### config.mk
export PLATFORM = sky130hd
export DESIGN_NAME = ib_fetch_ctrl
export DESIGN_NICKNAME = d
export VERILOG_FILES = /design/src/rtl/sys_defs.sv /design/src/rtl/fetch_pending_q.sv /design/src/rtl/ib_fetch_ctrl.sv
export SDC_FILE = /design/constraint.sdc
export NUM_CORES = 1
export LEC_CHECK = 0
export BUFFER_PORTS_ARGS = -buffer_cell sky130_fd_sc_hd__buf_2
export CAP_MARGIN = 20
export CELL_PAD_IN_SITES_DETAIL_PLACEMENT = 1
export CELL_PAD_IN_SITES_GLOBAL_PLACEMENT = 2
export CORE_UTILIZATION = 29
export DETAILED_ROUTE_END_ITERATION = 12
export PLACE_DENSITY = 0.79
export SYNTH_ARGS = -nofsm -noshare
export SYNTH_HDL_FRONTEND = slang
export SYNTH_SLANG_ARGS = --single-unit
### constraint.sdc
create_clock -name clock -period 4.05 [get_ports clock]
set_input_delay 0.405 -clock clock [delete_from_list [all_inputs] [get_ports clock]]
set_output_delay 0.405 -clock clock [all_outputs]
set_load 0.05 [all_outputs]
### src/rtl/sys_defs.sv
// Shared fetch-side types: bus commands, memory tags and
// the instruction-buffer row packet.
package sys_defs;

  typedef logic [3:0] MEM_TAG;

  typedef enum logic [1:0] {
    BUS_NONE  = 2'h0,
    BUS_LOAD  = 2'h1,
    BUS_STORE = 2'h2
  } BUS_COMMAND;

  typedef struct packed {
    logic        valid;
    logic [31:0] inst;
    logic [31:0] NPC;
    logic [31:0] PC;
  } IF_IB_PACKET;

  typedef struct packed {
    MEM_TAG      tag;
    logic [31:0] pc;
    logic        stale;
  } FETCH_PENDING_ENTRY;

endpackage

### src/rtl/fetch_pending_q.sv
// Circular queue of outstanding fetch transactions.
// All entries can be marked stale at once on a flush.
import sys_defs::*;

module fetch_pending_q #(
  parameter int DEPTH = 4,
  localparam int PW = (DEPTH > 1) ? $clog2(DEPTH) : 1,
  localparam int CW = $clog2(DEPTH + 1)
) (
  input  logic               clock,
  input  logic               reset,
  input  logic               push_i,
  input  FETCH_PENDING_ENTRY push_entry_i,
  input  logic               pop_i,
  input  logic               mark_all_stale_i,
  output FETCH_PENDING_ENTRY head_o,
  output logic               full_o,
  output logic               empty_o
);

  FETCH_PENDING_ENTRY mem_q [DEPTH];
  logic [PW-1:0]      head_q;
  logic [PW-1:0]      tail_q;
  logic [CW-1:0]      count_q;

  function automatic logic [PW-1:0] wrap_inc(input logic [PW-1:0] p);
    return (p == PW'(DEPTH - 1)) ? '0 : p + PW'(1);
  endfunction

  assign head_o  = mem_q[head_q];
  assign full_o  = (count_q == CW'(DEPTH));
  assign empty_o = (count_q == '0);

  always_ff @(posedge clock) begin
    if (reset) begin
      head_q  <= '0;
      tail_q  <= '0;
      count_q <= '0;
      for (int i = 0; i < DEPTH; i++) mem_q[i] <= '0;
    end else begin
      if (mark_all_stale_i)
        for (int i = 0; i < DEPTH; i++) mem_q[i].stale <= 1'b1;
      if (push_i) begin
        mem_q[tail_q] <= push_entry_i;
        tail_q        <= wrap_inc(tail_q);
      end
      if (pop_i) head_q <= wrap_inc(head_q);
      count_q <= count_q + CW'(push_i) - CW'(pop_i);
    end
  end

endmodule

### src/rtl/ib_fetch_ctrl.sv
// Fetch sequencer: issues 64-bit imem loads under a credit
// limit and writes two-instruction rows to the inst buffer.
import sys_defs::*;

module ib_fetch_ctrl #(
  parameter int          IB_DEPTH = 16,
  parameter int          MAX_OUT  = 4,
  parameter logic [31:0] RESET_PC = 32'h0
) (
  input  logic        clock,
  input  logic        reset,
  input  logic        squash,
  input  logic [31:0] redirect_pc,
  input  logic        ib_pop,
  input  logic [3:0]  Imem2proc_transaction_tag,
  input  logic [63:0] Imem2proc_data,
  input  logic [3:0]  Imem2proc_data_tag,
  output logic [1:0]  proc2Imem_command,
  output logic [31:0] proc2Imem_addr,
  output IF_IB_PACKET if_ib_packet [0:1]
);

  localparam int CRW = $clog2(IB_DEPTH + 1);

  logic [31:0]        fetch_pc_q, fetch_pc_d;
  logic [CRW-1:0]     credit_q, credit_d;
  IF_IB_PACKET        pkt_q [0:1];
  IF_IB_PACKET        pkt_d [0:1];
  FETCH_PENDING_ENTRY head;
  FETCH_PENDING_ENTRY push_entry;
  logic               q_full, q_empty;
  logic               issue, accept, resp;
  logic [31:0]        aligned_pc;

  assign aligned_pc = {fetch_pc_q[31:3], 3'b000};
  assign issue  = !reset && !squash && (credit_q != '0) && !q_full;
  assign accept = issue && (Imem2proc_transaction_tag != '0);
  assign resp   = (Imem2proc_data_tag != '0) && !q_empty
                  && (Imem2proc_data_tag == head.tag);

  assign proc2Imem_command = issue ? BUS_LOAD : BUS_NONE;
  assign proc2Imem_addr    = issue ? aligned_pc : '0;
  assign if_ib_packet[0]   = pkt_q[0];
  assign if_ib_packet[1]   = pkt_q[1];

  assign push_entry = '{tag: Imem2proc_transaction_tag,
                        pc: fetch_pc_q, stale: 1'b0};

  fetch_pending_q #(.DEPTH(MAX_OUT)) u_q (
    .clock            (clock),
    .reset            (reset),
    .push_i           (accept),
    .push_entry_i     (push_entry),
    .pop_i            (resp),
    .mark_all_stale_i (squash),
    .head_o           (head),
    .full_o           (q_full),
    .empty_o          (q_empty)
  );

  always_comb begin
    fetch_pc_d = fetch_pc_q;
    credit_d   = credit_q;
    pkt_d[0]   = '0;
    pkt_d[1]   = '0;
    if (squash) begin
      fetch_pc_d = redirect_pc;
      credit_d   = CRW'(IB_DEPTH);
    end else begin
      if (accept) fetch_pc_d = aligned_pc + 32'd8;
      case ({accept, ib_pop})
        2'b10:   credit_d = credit_q - CRW'(1);
        2'b01:   credit_d = (credit_q == CRW'(IB_DEPTH)) ?
                            credit_q : credit_q + CRW'(1);
        default: credit_d = credit_q;
      endcase
      // A half-row fetch (pc[2]=1) uses only the upper word
      if (resp && !head.stale) begin
        pkt_d[0].valid = 1'b1;
        pkt_d[0].PC    = head.pc;
        pkt_d[0].NPC   = head.pc + 32'd4;
        if (!head.pc[2]) begin
          pkt_d[0].inst  = Imem2proc_data[31:0];
          pkt_d[1].valid = 1'b1;
          pkt_d[1].inst  = Imem2proc_data[63:32];
          pkt_d[1].PC    = head.pc + 32'd4;
          pkt_d[1].NPC   = head.pc + 32'd8;
        end else begin
          pkt_d[0].inst  = Imem2proc_data[63:32];
        end
      end
    end
  end

  always_ff @(posedge clock) begin
    if (reset) begin
      fetch_pc_q <= RESET_PC;
      credit_q   <= CRW'(IB_DEPTH);
      pkt_q[0]   <= '0;
      pkt_q[1]   <= '0;
    end else begin
      fetch_pc_q <= fetch_pc_d;
      credit_q   <= credit_d;
      pkt_q[0]   <= pkt_d[0];
      pkt_q[1]   <= pkt_d[1];
    end
  end

endmodule

# Word-level counts from Yosys, hierarchy flattened
# Memory sizes are Yosys's and may differ from the RTL's. A register that Yosys moved wholly into a read port is not among the register bits.
# Index checks and enable logic that the tools add are counted.
# totals
register_bits	44
ram_bits	342
input_bits	108
output_inout_bits	228
memories	2
# classes
n_addsub	9
eq_ne	8
mux	32
bitwise	6
reduce_logical	21
# memory_table
name	words	width	read_ports	rd_ports_with_merged_regs	wr	line	rtl
pkt_q	2	97	2	0	2	ib_fetch_ctrl.sv:27	IF_IB_PACKET pkt_q [0:1];
u_q.mem_q	4	37	1	1	4	fetch_pending_q.sv:21	FETCH_PENDING_ENTRY mem_q [DEPTH];
# ops
cell	n
$mux 194	2
$mux 97	3
$mux 32	4
$add 32x4->32 const B	2
$mux 37	1
$reduce_or 37->1	1
$add 32x3->32 const B	1
$mux 1	14
$mux 2	6
$pmux 5 s2	1
$reduce_bool 4->1	2
$logic_and 1x1->1	7
$eq 2x2->1 const B	3
$or 1x1->1	6
$add 5x1->5 const B	1
$eq 5x5->1 const B	1
$logic_not 1->1	5
$mux 5	1
$reduce_bool 5->1	1
$sub 5x1->5 const B	1
$add 2x1->2 const B	2
$eq 4x4->1	1
$reduce_bool 2->1	2
$add 3x1->3	1
7 further kinds	7

# Logic depth before layout (Yosys ltp)
# Gate-level depths: netlist of run 1.
# depth
depth_word	10
mapped_depth	12
mapped_depth_nobuf	10

# Modules after synthesis
# Synthesis of run 1 repeated with hierarchy kept, for this count alone.
# unflattened
hier_cells	1377
area_unflattened_um2	15516.1
# modules_own_cells
mod	n_inst	cells_per_inst	area_per_inst_um2
ib_fetch_ctrl	1	921	8682.1
fetch_pending_q	1	456	6834.1

# Least setup slack after synthesis of run 1
# No wires, ideal clock.
# synth_timing
path_type	register to register
start	register credit_q[2]
end	register credit_q[4]
setup_ns	0.127
arrival_time_ns	2.965
path_slack_ns	0.958
stages_incl_launch_ff	11
synth_period_minus_slack_ns	3.092
path_cell_list	dfxtp_1 > or4_1 > o2111ai_1 > clkbuf_1 > nand2_1 > fa_1 > a21o_1 > a21oi_1 > nor3b_1 > o21a_1 > o21ai_0
# synth_via
elab_chain_len	7
word_cells_on_any_way	14
# synth_lines
element	line	rtl
start: declaration	ib_fetch_ctrl.sv:26	logic [CRW-1:0] credit_q, credit_d;
start signal: assignment	ib_fetch_ctrl.sv:98	credit_q <= CRW'(IB_DEPTH);
start signal: assignment	ib_fetch_ctrl.sv:103	credit_q <= credit_d;
parallel branches: the longest is 7 deep, another holds $add 5x1->5	n/a	
# Several ways; the timed one is not identified. The select of a mux whose other input is x is not followed.
# A chain may end at the register's enable or synchronous reset.

==> results of run 1 <==
## synth_stat cells (all sizes together), types with 2 or more instances
master   count  share of area (%)
nor2       122                2.9
or3b         2               0.11
nor2b        6               0.24
clkbuf      89                2.1
a311oi       7               0.39
or3         19               0.76
nand3       31                1.0
edfxtp     144                 28
or2          5               0.20
xnor2       21                1.2
a21o         6               0.29
a21oi       58                1.9
fa           2               0.26
nor3b        2              0.096
nand2       37               0.89
xor2        23                1.3
nor4bb       2               0.13
a2111oi      5               0.28
and4         9               0.50
o21ai       25               0.80
nor4b        3               0.17
nand2b       3               0.12
or4         24                1.2
mux2         2               0.14
a211oi      14               0.67
nor4        15               0.60
mux4        36                5.4
nor3        14               0.45
and3       219                8.7
inv         28               0.67
and2        29                1.2
buf         33                1.4
ha          13                1.0
nand4       21                1.0
o31ai       16               0.77
dfxtp      238                 30
mux2i       37                2.4
## cell families after synthesis
group,count (synthesis),synth area share [%]
xor+xnor,44,2.46
fa+ha+maj,15,1.29
buf+inv,151,4.23
mux,75,7.93
flops,382,57.9
compound gates,145,5.79
other cells,1,0.0239
simple gates,564,20.3
## cell type report
cell class | count | area [sq um] | share of cell area, %
inverter | 29 | 110 | 0.565
multi-input combinational | 848 | 5980 | 30.7
sequential | 382 | 9090 | 46.7
clock inverter | 24 | 319 | 1.64
tap | 688 | 861 | 4.42
antenna | 2 | 5.00 | 0.0257
timing repair buffer | 357 | 1920 | 9.84
clock buffer | 56 | 1190 | 6.10
## worst paths after layout
kind	start	end	slack [ns]	depth (start not counted)
max reg2reg	flop	pkt_q[0][128]	0.76	7
min reg2reg	u_q.mem_q[3][0]	u_q.mem_q[3][0]	0.49	2
max	flop	pkt_q[0][128]	0.76	7
min	redirect_pc[20]	fetch_pc_q[20]	0.08	3
## flip-flops by register name (all words and copies together) (netlist names), named ones only
| register | cells |
|---|---|
| credit_q | 5 |
| fetch_pc_q | 32 |
| pkt_q | 188 |
| u_q.count_q | 3 |
| u_q.head_q | 2 |
| u_q.mem_q | 148 |
| u_q.tail_q | 2 |
## power by group through the flow
stage | clock network [uW] | logic (uW) | registers, uW
after floorplan | 0 | 585 | 4260
after global placement | 0 | 890 | 4290
after detailed placement | 0 | 905 | 4300
after CTS | 4250 | 911 | 4220
after global routing | 4400 | 980 | 4230
final | 4150 | 905 | 4220
## per-layer routing
layer	GRT usage, %	wire [um]
met3	3.91	3440
met1	24.3	22900
met5	0	0
met2	30.9	24500
met4	4.90	986
## critical path, delay by kind of cell, from the launching register on
family                     cells  cell delay (ns)
AOI/OAI and AO/OA              1             0.21
muxes                          1             0.35
buffers and inverters          1             0.32
adders and majority gates      1             0.35
DFF                            1             0.52
and+or+nand+nor                3             1.45
## stage by stage
step	power (uW)	hold WS (ns)	cell area [sq um]	setup WS [ns]	utilization, %
floorplan	4840	0.429	15700	0.958	-
global placement	5180	0.445	18000	0.883	33.9
detailed placement	5200	0.467	18000	0.783	33.9
CTS	9380	0.0514	19500	0.748	36.8
global route	9610	0.0768	19500	0.547	36.8
finish	9270	0.0808	19500	0.756	36.8
==> summary.txt, run 1 <==
Critical path
  • Highest-delay cell along the critical path: sky130_fd_sc_hd__or4_4
  • CP endpoint kind: flop
  • Worst-path cell chain: buf_4 -> mux4_2 -> ha_1 -> nand2_1 -> or4_4 -> or4_1 -> a21oi_1
  • Biggest fanout along the worst timing path: 15
  • Sort of element at the start of the critical path: flop
  • Largest stage delay on the critical path: 0.67 ns
  • Type of the worst setup path: flop to flop
  • Worst Path Required: 4.53 ns
  • Critical path arrival: 3.77 ns

Yosys
  • Mean cell area of the mapped netlist: 11.4 sq um
  • Mapped cell area: 15700 sq um
  • EDFF count, synth: 144
  • Leading register cell type out of synthesis: sky130_fd_sc_hd__dfxtp_1
  • Count of mapped cells out of synthesis: 1377
  • Share of synthesized registers carrying an async set or reset: 0%
  • Netlist cell types: 63
  • Part of the Yosys area used for sequential elements: 57.9%
  • Synth Register Bits: 382
  • Synth warnings: 0

Route
  • Post-route ant nets: 0
  • Detailed Routing Iterations Pass 1: 5
  • DRC violation total after the first TritonRoute iteration: 769
  • Final Routed Wirelength: 51.8 mm
  • Per-cell via count in the routed design: 5.04
  • Drt drc: 0
  • Via total after detailed routing: 12036
  • Routed wirelength normalized by instance count: 21.7 um

Clock tree
  • Root Driver: sky130_fd_sc_hd__clkbuf_16
  • Hold buffer count at CTS: 0
  • Number of clock buffers inserted by TritonCTS: 43
  • Clock tree from TritonCTS: built
  • Clock transition at the registers of the reported paths: 0.06 ns
  • Clock Sink Count: 382
  • Later-pin clock latency in the skew report: 0.57 ns
  • Buffers inserted by post-CTS timing repair: 0
  • Post-cts gate resize count: 0
  • Worst-case clock buffer depth: 3
  • H-tree depth reported by CTS: 2

STA
  • Hold Violations, Final: 0
  • FMAX: 0.304 GHz
  • RSZ-0062 raised after global routing: false
  • Tmin final: 3.29 ns
  • Largest clock skew in the final design: 0.0237 ns
  • Setup tns final: 0 ns
  • Ratio of final minimum period to clock period: 81.3%
  • Max-slew violation count: 0
  • Tightest Pin Transition: 0.972 ns
  • # setup viols final: 0
  • Worst max-slew margin expressed relative to the limit: 35.2%

Finish
  • Number of nets in the finished design: 1784
  • Highest-count cells in the layout ignoring fill and taps: sky130_fd_sc_hd__buf_2 (330), sky130_fd_sc_hd__dfxtp_1 (237), sky130_fd_sc_hd__and3_1 (219)
  • Filler cells: 5890
  • Synthesis-to-finish area growth: 24.1%
  • Proportion of layout cells with a drive suffix above 1: 27.8%
  • Most common cell after layout, fill and taps aside: sky130_fd_sc_hd__buf_2
  • Count of placed standard cells in the final layout, fillers left out: 2386

Power
  • Share of total power in combinational logic: 9.8%
  • Worst ir drop on vdd: 0.252 mV
  • Internal power: 6930 uW
  • Switching share of power: 25.3%
  • Cell Pwr Density: 476 nW/um^2
  • Sequential cell fraction of total power: 45.5%
  • Net switching power figure: 2340 uW
  • Standby leakage power: 0.00872 uW
  • Proportion of power drawn by the clock network: 44.8%

Die
  • Placeable core region: 53000 sq um
  • Die Footprint: 55000 sq um
  • Standard-cell row count: 84
  • Die outline width: 235 um
  • Starting Density: 29.6%
  • Top Ports: 336
  • Die extent in y: 235 um

Global routing
  • Total grt overflow: 0
  • Number of antenna violations at the first check in global routing: 1
  • Maximum number of pins on one net before global-route repair: 129
  • Overall track demand over capacity in global routing: 18.5%
  • First-pass GRT wire length: 79.0 mm
  • Number of global-route vias before repair: 12524

Placement
  • Cell Count Post-Placement: 2304
  • HPWL after DPL: 35.9 mm
  • Placer congestion estimate: 0.806
  • Port Buffers: 330

Run status
  • Status: completed

Min path
  • Class of the worst hold path: input port to flop

Job
  • Max cap viols: 0
(Power assumes the default switching activity.)
==> run 2, diff against run 1 <==
--- a/config.mk
+++ b/config.mk
@@ -11,7 +11,7 @@
 export CELL_PAD_IN_SITES_GLOBAL_PLACEMENT = 2
 export CORE_UTILIZATION = 29
 export DETAILED_ROUTE_END_ITERATION = 12
-export PLACE_DENSITY = 0.79
+export PLACE_DENSITY = 0.81
 export SYNTH_ARGS = -nofsm -noshare
 export SYNTH_HDL_FRONTEND = slang
 export SYNTH_SLANG_ARGS = --single-unit
==> constraint.sdc (replaced) <==
create_clock -name clock -period 2.84 [get_ports clock]
set_input_delay 0.284 -clock clock [delete_from_list [all_inputs] [get_ports clock]]
set_output_delay 0.284 -clock clock [all_outputs]
set_load 0.05 [all_outputs]
==> run 2 against run 1 <==
Against the previous run: clock-buffer cell count fell by 1; clock power is 40% higher; total power rose by 45%; register-to-register slack lost 0.70 ns; cell count up 6.8%; critical path depth rose by 2; sequential cell count is the same; critical endpoint is now u_q.count_q[1]; maximum frequency up 18%; sequential share of layout area fell by 3.7 points; utilization grew 3.1 points; sequential power grew 42%; global-route usage is 0.97 points higher; critical path type unchanged.
==> summary.txt, run 2 (synthesized netlist as in run 1, its figures left out) <==
Run status
  • Status: completed

Route
  • Per-cell via count in the routed design: 5.04 (about the same)
  • DRC violation total after the first TritonRoute iteration: 707 (-8.1%)
  • Routed wirelength normalized by instance count: 21.6 um (-0.65%)
  • Via total after detailed routing: 12859 (+6.8%)
  • Post-route ant nets: 0 (unchanged)
  • Final Routed Wirelength: 55.0 mm (+6.1%)
  • Drt drc: 0 (unchanged)
  • Detailed Routing Iterations Pass 1: 5 (unchanged)

Die
  • Starting Density: 29.6% (unchanged)
  • Standard-cell row count: 84 (unchanged)
  • Placeable core region: 53000 sq um (unchanged)
  • Die Footprint: 55000 sq um (unchanged)
  • Die outline width: 235 um (unchanged)
  • Top Ports: 336 (unchanged)
  • Die extent in y: 235 um (unchanged)

STA
  • Worst hold margin: 0.0331 ns (-0.0476 ns)
  • # setup viols final: 0 (unchanged)
  • FMAX: 0.360 GHz (+18%)
  • Setup ws final: 0.0598 ns (-0.696 ns)
  • Hold Violations, Final: 0 (unchanged)
  • Max-slew violation count: 0 (unchanged)
  • Ratio of final minimum period to clock period: 97.9% (+17 points)
  • Tmin final: 2.78 ns (-0.514 ns)
  • Tightest Pin Transition: 0.650 ns (-0.322 ns)
  • Worst max-slew margin expressed relative to the limit: 56.3% (+21 points)
  • Largest clock skew in the final design: 0.0272 ns (+0.00356 ns)

Critical path
  • Critical path arrival: 3.22 ns (-0.55 ns)
  • Biggest fanout along the worst timing path: 7 (-8)
  • Type of the worst setup path: flop to flop
  • Sort of element at the start of the critical path: flop
  • Worst Path Required: 3.28 ns (-1.25 ns)
  • CP endpoint kind: flop

Placement
  • Setup Slack @ Placement: -0.0382 ns (-0.821 ns)
  • HPWL after DPL: 36.4 mm (+1.4%)
  • Port Buffers: 330 (unchanged)
  • Placer congestion estimate: 0.863 (+7.0%)

Finish
  • Filler cells: 5811 (-1.3%)
  • Flip-flop count of the largest register, all copies and words added: 188 (unchanged)
  • Highest-count cells in the layout ignoring fill and taps: sky130_fd_sc_hd__buf_2 (330), sky130_fd_sc_hd__dfxtp_1 (236), sky130_fd_sc_hd__and3_1 (219)
  • Most common cell after layout, fill and taps aside: sky130_fd_sc_hd__buf_2
  • Fraction of the core area covered by cells at the end of the flow: 39.9% (+3.1 points)
  • Proportion of layout cells with a drive suffix above 1: 30.1% (+2.2 points)
  • Synthesis-to-finish area growth: 34.7%
  • Register bank with the most flops: pkt_q
  • Number of nets in the finished design: 1951 (+9.4%)
  • Largest regs: pkt_q: 188 flops, u_q.mem_q: 148 flops, fetch_pc_q: 32 flops

Power
  • Worst ir drop on vdd: 0.390 mV (+55%)
  • Standby leakage power: 0.00947 uW (+8.6%)
  • Cell Pwr Density: 636 nW/um^2 (+34%)

Clock tree
  • Worst-case clock buffer depth: 3 (unchanged)
  • Clock Sink Count: 382 (unchanged)
  • Clock tree from TritonCTS: built
  • Later-pin clock latency in the skew report: 0.57 ns (about the same)
  • Number of clock buffers inserted by TritonCTS: 44 (+2.3%)
  • H-tree depth reported by CTS: 2 (unchanged)
  • Root Driver: sky130_fd_sc_hd__clkbuf_16
  • Clock transition at the registers of the reported paths: 0.06 ns (about the same)

Global routing
  • Total grt overflow: 0 (unchanged)
  • First-pass GRT wire length: 82.9 mm (+5.0%)
  • Maximum number of pins on one net before global-route repair: 81 (-37%)
  • Number of global-route vias before repair: 13327 (+6.4%)
  • Number of antenna violations at the first check in global routing: 1 (unchanged)
  • Overall track demand over capacity in global routing: 19.5% (+0.97 points)

Min path
  • Class of the worst hold path: input port to flop

Job
  • Max cap viols: 0 (unchanged)
==> run 2: changes by cell type in the layout (fill, tap and decap cells not counted), moves of 3 or more <==
cell,before,now
sky130_fd_sc_hd__dlygate4sd3_1,0,102
sky130_fd_sc_hd__buf_4,22,81
sky130_fd_sc_hd__buf_12,5,9
sky130_fd_sc_hd__clkbuf_1,9,5
sky130_fd_sc_hd__clkinv_2,8,4
sky130_fd_sc_hd__bufinv_16,7,4
sky130_fd_sc_hd__clkinvlp_4,1,4
sky130_fd_sc_hd__inv_4,0,3
sky130_fd_sc_hd__or4_1,23,20
sky130_fd_sc_hd__or4_4,1,4
==> run 2: stage by stage <==
| step | instances | total power (uW) | TNS [ns] | area (sq um) |
|---|---|---|---|---|
| 3_3_place_gp | 2359 | 7470 | -0.0391 | 18400 |
| 5_1_grt | 2548 | 13900 | -0.0524 | 21100 |
| 2_1_floorplan | 1381 | 6920 | 0 | 15800 |
| 6_report | 2549 | 13400 | 0 | 21100 |
| 4_1_cts | 2541 | 13500 | 0 | 21000 |
| 3_5_place_dp | 2360 | 7520 | -0.124 | 18500 |
==> run 2: layout make-up <==
cell class,instances,area (sq um),area share [%]
Clock inverter,23,251,1.19
Antenna cell,1,2.50,0.0118
Clock buffer,55,1240,5.85
Inverter,29,116,0.550
Multi-Input combinational cell,848,6110,28.9
Tap cell,688,861,4.07
Timing Repair Buffer,523,3470,16.4
Sequential cell,382,9090,43.0
==> run 2: worst paths after layout <==
path / cells past startpoint / slack (ns) / from / end
setup / recovery: 9 / 0.06 / flop / u_q.count_q[1]
hold / removal: 3 / 0.03 / redirect_pc[27] / fetch_pc_q[27]
setup reg to reg: 9 / 0.06 / flop / u_q.count_q[1]
hold reg to reg: 2 / 0.48 / u_q.mem_q[1][0] / u_q.mem_q[1][0]
==> run 2: timing repair <==
item	CTS	global route
pin swaps	0	7
endpoints found under the hold margin	85	0
hold buffers	102	0
resized for setup	5	21
buffers inserted	1	7
endpoints found under the setup margin	32	16
gates cloned	0	0
==> run 2: critical path: stages (launching register included) <==
cell and delay (ns):
sky130_fd_sc_hd__dfxtp_4 0.43, sky130_fd_sc_hd__mux4_2 0.55, sky130_fd_sc_hd__xor2_2 0.21, sky130_fd_sc_hd__or3_4 0.41, sky130_fd_sc_hd__nor2_4 0.14, sky130_fd_sc_hd__ha_4 0.21
sky130_fd_sc_hd__inv_4 0.05, sky130_fd_sc_hd__ha_4 0.12, sky130_fd_sc_hd__fa_2 0.42, sky130_fd_sc_hd__nor2b_4 0.13
==> run 2: metal layers <==
layer	global-route usage, %	vias to the layer above	part of all wire [%]
li1	-	5915	-
met1	25.6	6391	44
met2	32.0	454	47
met3	4.05	97	6.3
met4	6.32	2	2.9
met5	0	-	0.018
==> run 2: report_power, final <==
| group | switching, uW | total [uW] | internal (uW) |
|---|---|---|---|
| clock network | 2370 | 5830 | 3470 |
| registers | 130 | 5990 | 5860 |
| logic | 988 | 1610 | 625 |
